$ cat src/rtl/counter_disp_pkg.sv
// counter_disp_pkg: shared state type, scan default and seven-segment codes
package counter_disp_pkg;
  typedef enum logic [1:0] {IDLE, SHIFT, DONE} state_t;
  localparam int SCAN_DIV_DEFAULT = 4;
  localparam logic [6:0] SEG_BLANK = 7'b1111111;
  localparam logic [6:0] SEG_0 = 7'b1000000;
  localparam logic [6:0] SEG_1 = 7'b1111001;
  localparam logic [6:0] SEG_2 = 7'b0100100;
  localparam logic [6:0] SEG_3 = 7'b0110000;
  localparam logic [6:0] SEG_4 = 7'b0011001;
  localparam logic [6:0] SEG_5 = 7'b0010010;
  localparam logic [6:0] SEG_6 = 7'b0000010;
  localparam logic [6:0] SEG_7 = 7'b1111000;
  localparam logic [6:0] SEG_8 = 7'b0000000;
  localparam logic [6:0] SEG_9 = 7'b0010000;
endpackage

$ cat src/rtl/seg7_decoder.sv
// seg7_decoder: bcd digit plus blank flag to active-low gfedcba segment code
module seg7_decoder
  import counter_disp_pkg::*;
(
  input  logic [3:0] bcd,
  input  logic       blank,
  output logic [6:0] seg
);
  always_comb begin
    seg = SEG_BLANK;
    if (!blank)
      case (bcd)
        4'd0: seg = SEG_0;
        4'd1: seg = SEG_1;
        4'd2: seg = SEG_2;
        4'd3: seg = SEG_3;
        4'd4: seg = SEG_4;
        4'd5: seg = SEG_5;
        4'd6: seg = SEG_6;
        4'd7: seg = SEG_7;
        4'd8: seg = SEG_8;
        4'd9: seg = SEG_9;
        default: seg = SEG_BLANK;
      endcase
  end
endmodule

$ cat src/rtl/counter_bcd_display.sv
// counter_bcd_display: double-dabble binary to bcd converter driving a scanned 3-digit display
module counter_bcd_display
  import counter_disp_pkg::*;
#(
  parameter int SCAN_DIV = SCAN_DIV_DEFAULT
) (
  input  logic        i_clk,
  input  logic        i_aclear,
  input  logic [7:0]  i_counter,
  output logic [11:0] o_bcd,
  output logic        o_valid,
  output logic        o_busy,
  output logic [6:0]  o_seg,
  output logic [2:0]  o_an
);
  state_t      state, state_nx;
  logic [7:0]  r_last;
  logic [19:0] r_shift;
  logic [11:0] bcd_adj;
  logic [2:0]  r_iter;
  logic [7:0]  r_presc;
  logic [1:0]  r_dig;
  logic [3:0]  dig_val;
  logic        dig_blank;
  logic [6:0]  seg_nx;
  logic        start;
  logic        presc_wrap;
  assign start = state == IDLE && i_counter != r_last;
  assign presc_wrap = r_presc == 8'(SCAN_DIV - 1);
  assign o_busy = state != IDLE;
  for (genvar g = 0; g < 3; g++) begin : g_adj
    assign bcd_adj[4*g +: 4] = r_shift[8+4*g +: 4] >= 4'd5 ? r_shift[8+4*g +: 4] + 4'd3 : r_shift[8+4*g +: 4];
  end
  always_ff @(posedge i_clk or negedge i_aclear)
    if (!i_aclear) state <= IDLE;
    else state <= state_nx;
  always_comb begin
    state_nx = state == IDLE  ? (start ? SHIFT : IDLE) :
               state == SHIFT ? (r_iter == 3'd7 ? DONE : SHIFT) : IDLE;
  end
  always_ff @(posedge i_clk or negedge i_aclear)
    if (!i_aclear) begin
      r_last  <= '0;
      r_shift <= '0;
      r_iter  <= '0;
      o_bcd   <= '0;
      o_valid <= 1'b0;
    end else begin
      o_valid <= state == DONE;
      if (start) begin
        r_shift <= {12'd0, i_counter};
        r_last  <= i_counter;
        r_iter  <= '0;
      end else if (state == SHIFT) begin
        r_shift <= {bcd_adj[10:0], r_shift[7:0], 1'b0};
        r_iter  <= r_iter + 3'd1;
      end
      if (state == DONE) o_bcd <= r_shift[19:8];
    end
  assign dig_val   = r_dig == 2'd2 ? o_bcd[11:8] : r_dig == 2'd1 ? o_bcd[7:4] : o_bcd[3:0];
  assign dig_blank = r_dig == 2'd2 ? o_bcd[11:8] == 4'd0 : r_dig == 2'd1 && o_bcd[11:4] == 8'd0;
  seg7_decoder u_dec (.bcd(dig_val), .blank(dig_blank), .seg(seg_nx));
  always_ff @(posedge i_clk or negedge i_aclear)
    if (!i_aclear) begin
      r_presc <= '0;
      r_dig   <= '0;
      o_an    <= 3'b110;
      o_seg   <= SEG_0;
    end else begin
      r_presc <= presc_wrap ? 8'd0 : r_presc + 8'd1;
      if (presc_wrap) r_dig <= r_dig == 2'd2 ? 2'd0 : r_dig + 2'd1;
      o_an  <= ~(3'b001 << r_dig);
      o_seg <= seg_nx;
    end
endmodule

$ cat config.mk
export PLATFORM = sky130hd
export DESIGN_NAME = counter_bcd_display
export DESIGN_NICKNAME = d
export VERILOG_FILES = /design/src/rtl/counter_disp_pkg.sv /design/src/rtl/seg7_decoder.sv /design/src/rtl/counter_bcd_display.sv
export SDC_FILE = /design/constraint.sdc
export NUM_CORES = 1
export LEC_CHECK = 0
export CAP_MARGIN = 25
export CORE_ASPECT_RATIO = 1.75
export CORE_UTILIZATION = 25
export DETAILED_ROUTE_END_ITERATION = 8
export GPL_TIMING_DRIVEN = 0
export HOLD_SLACK_MARGIN = 0.03
export SETUP_SLACK_MARGIN = 0.2
export SLEW_MARGIN = 40
export SYNTH_ARGS = -nofsm -noshare
export SYNTH_HDL_FRONTEND = slang
export SYNTH_SLANG_ARGS = --single-unit
$ cat constraint.sdc
create_clock -name i_clk -period 5.5 [get_ports i_clk]
set_input_delay 1.375 -clock i_clk [delete_from_list [all_inputs] [get_ports i_clk]]
set_output_delay 1.375 -clock i_clk [all_outputs]
set_load 0.005 [all_outputs]
==> flow_summary.yaml <==
clock_tree:
  cts_resized: 0
  h-tree-depth: 3
  postCtsSetupBuffers: 0
  clkTransAtPathRegs_ps: 50
  cts_sinks: 66
  clockBufferDepth: 2
  hold_buffers: 0
  cts_tree: "built"
  clock_latency_ps: 330
  root_buffer: "clkbuf_16"
  cts_buffers: 9
power_and_ir_drop:
  peakVddDrop_uv: 172
  leakage_nw: 1.70
  power_density_mw_per_mm2: 525
  power_w: 0.00211
yosys:
  ys_seq_area_frac: 0.518
  synth_area_leaders: "dfrtp_1 (49%), mux2_2 (8.8%), ha_1 (5.5%)"
  netlist.area_leader.share: 0.493
  synth_area_mm2: 0.00320
  syn-instance-count: 266
  synth_cell_types: 43
  synth_largest_area_cell: "dfrtp_1"
  synth_edf_count: 0
  async_reset_ff_frac: 1.00
  ys_ff_latch: 66
  yosys_warnings: 0
  syn_nets: 290
  synthFlopType: "dfrtp_1"
  postSynthAreaPerCell_um2: 12.0
setup_path:
  crit_type: "in -> reg"
  r2r_slack_ps: 3290
  path_max_fanout: 9
  path_cells: "clkdlybuf4s50_1, xnor2_1, nand4_1, o31ai_2, mux2_2"
  cp.buffers_inverters: 1
  critPathTopFamily: "compound AO/OA/AOI/OAI gates"
  cpPeakStageDelay_ps: 670
  crit_path_start_kind: "input pin"
  crit_path_end_kind: "flop"
  crit_slowest_cell: "o31ai_2"
  arrival_ps: 3200
  required_ps: 5760
route:
  wire_per_inst_um: 13.4
  drt-total-wl_mm: 6.47
  vias_per_cell: 4.54
  vias: 2196
  final_antenna_net_count: 0
  first_pass_iters: 4
  drt-initial-drc-count: 122
  drc_errors: 0
placement:
  dp_hpwl_mm: 4.63
  gp_congestion: 0.785
  port-buffer-count: 33
  post_dp_cell_area_mm2: 0.00375
layout:
  n_fill_cell: 1257
  drive_gt1_frac: 0.187
  final_util: 0.322
  fin_area_mm2: 0.00403
  multi_input_comb_area_mm2: 0.00144
  final_cell_mix: "dfrtp_1 (63), clkdlybuf4s50_1 (32), mux2_2 (25)"
  seqCellArea_mm2: 0.00166
  areaGrowthSynthToFinish_pct: 25.9
  final_nets: 335
  final_common_cell: "dfrtp_1"
  diodes: 0
sta:
  finClkSkew_ps: 6.93
  worstMarginPinSlew_ps: 730
  rsz0062_at_grt: "no"
  tns_ps: 0
  final_hold_viol_count: 0
  fin_crit_sh: 0.534
  timing.fmax_mhz: 341
  slew_headroom: 0.510
  final-setup-viol-count: 0
  drv_slew: 0
  layout_min_cycle_time_ps: 2940
grt:
  overflow: 0
  grt_pass1_vias: 2223
  grt_max_degree: 36
  grt.total_usage: 0.108
  grt_first_pass_wirelength_mm: 10.9
  antenna_found_initial: 0
floorplan:
  initial_core_util: 0.256
  ioPinCount: 34
  die_h_um: 152
  dieArea_mm2: 0.0133
  die_w_um: 87.5
  coreArea_mm2: 0.0125
  rows: 54
hold_path:
  hold_class: "reg -> reg"
status:
  status: "completed"
job:
  cap_viol_max_count: 0
[layout make-up]
class,count,share of cell area
Buffer,9,0.0149
Clock buffer,10,0.0594
Clock inverter,6,0.00808
Inverter,10,0.00932
Multi-Input combinational cell,181,0.359
Sequential cell,66,0.411
Tap cell,168,0.0522
Timing Repair Buffer,34,0.0864
[worst paths after layout]
check,from,endpoint,cells past startpoint
min in group asynchronous,i_aclear,r_shift[18]$_DFFE_PN0P_,1
hold reg to reg,r_presc[7]$_DFF_PN0_,r_presc[7]$_DFF_PN0_,1
hold / removal,r_presc[7]$_DFF_PN0_,r_presc[7]$_DFF_PN0_,1
max in group asynchronous,i_aclear,r_presc[7]$_DFF_PN0_,2
setup reg to reg,r_dig[0]$_DFFE_PN0N_,o_seg[4]$_DFF_PN0_,9
setup / recovery,i_counter[2],r_iter[0]$_DFFE_PN0P_,5
[Yosys cell counts, types with 2 or more instances]
| library cell | instances |
|---|---|
| a221o_1 | 7 |
| o31ai_1 | 2 |
| o21ai_0 | 8 |
| o22ai_1 | 7 |
| nand3_1 | 3 |
| nand4_1 | 2 |
| nor2_1 | 5 |
| nor4b_1 | 3 |
| o21ai_1 | 3 |
| inv_1 | 10 |
| xnor2_1 | 15 |
| nand2_1 | 19 |
| mux2i_1 | 13 |
| ha_1 | 14 |
| a21oi_1 | 4 |
| buf_2 | 3 |
| clkbuf_1 | 3 |
| o211ai_1 | 4 |
| a311o_1 | 3 |
| and2_1 | 9 |
| or4_1 | 2 |
| and3_1 | 6 |
| dfstp_2 | 3 |
| nand2b_1 | 8 |
| o32ai_1 | 2 |
| mux2_2 | 25 |
| or2_2 | 3 |
| dfrtp_1 | 63 |
| xor2_1 | 3 |
[sequential cells by signal (all words and copies together) (netlist names)]
signal / cells
r_last: 8
r_iter: 3
state: 2
r_shift: 20
r_presc: 8
r_dig: 2
o_an: 3
o_bcd: 12
o_valid: 1
o_seg: 7
[cell families (layout without fill, tap and decap cells)]
kind of cell | Yosys count | after routing | synth area share
compound gates | 45 | 45 | 0.102
xor+xnor | 18 | 18 | 0.0493
fa+ha+maj | 14 | 14 | 0.0548
buf+inv | 19 | 69 | 0.0305
flops | 66 | 66 | 0.518
mux | 39 | 39 | 0.133
simple gates | 65 | 65 | 0.112
[per-stage QoR]
| stage | setup slack [ps] | instances | hold WS (ps) |
|---|---|---|---|
| final | 2560 | 484 | 482 |
| after global routing | 2460 | 484 | 503 |
| after CTS | 2530 | 484 | 493 |
| after detailed placement | 2200 | 468 | 477 |
| after global placement | 844 | 467 | 457 |
| after floorplan | 2940 | 266 | 438 |
[metal layers]
layer  up-vias  GRT usage  part of all wire
met5         -          0                 0
met4         0     0.0475             0.019
met3        10     0.0320             0.044
met2        61      0.182              0.51
met1      1081      0.125              0.43
li1       1044          -                 -
[power breakdown]
| group | internal (W) | switching [W] |
|---|---|---|
| clock | 0.000313 | 0.000208 |
| combinational | 0.000439 | 0.000359 |
| sequential | 0.000660 | 0.000135 |
(Power assumes the default switching activity.)
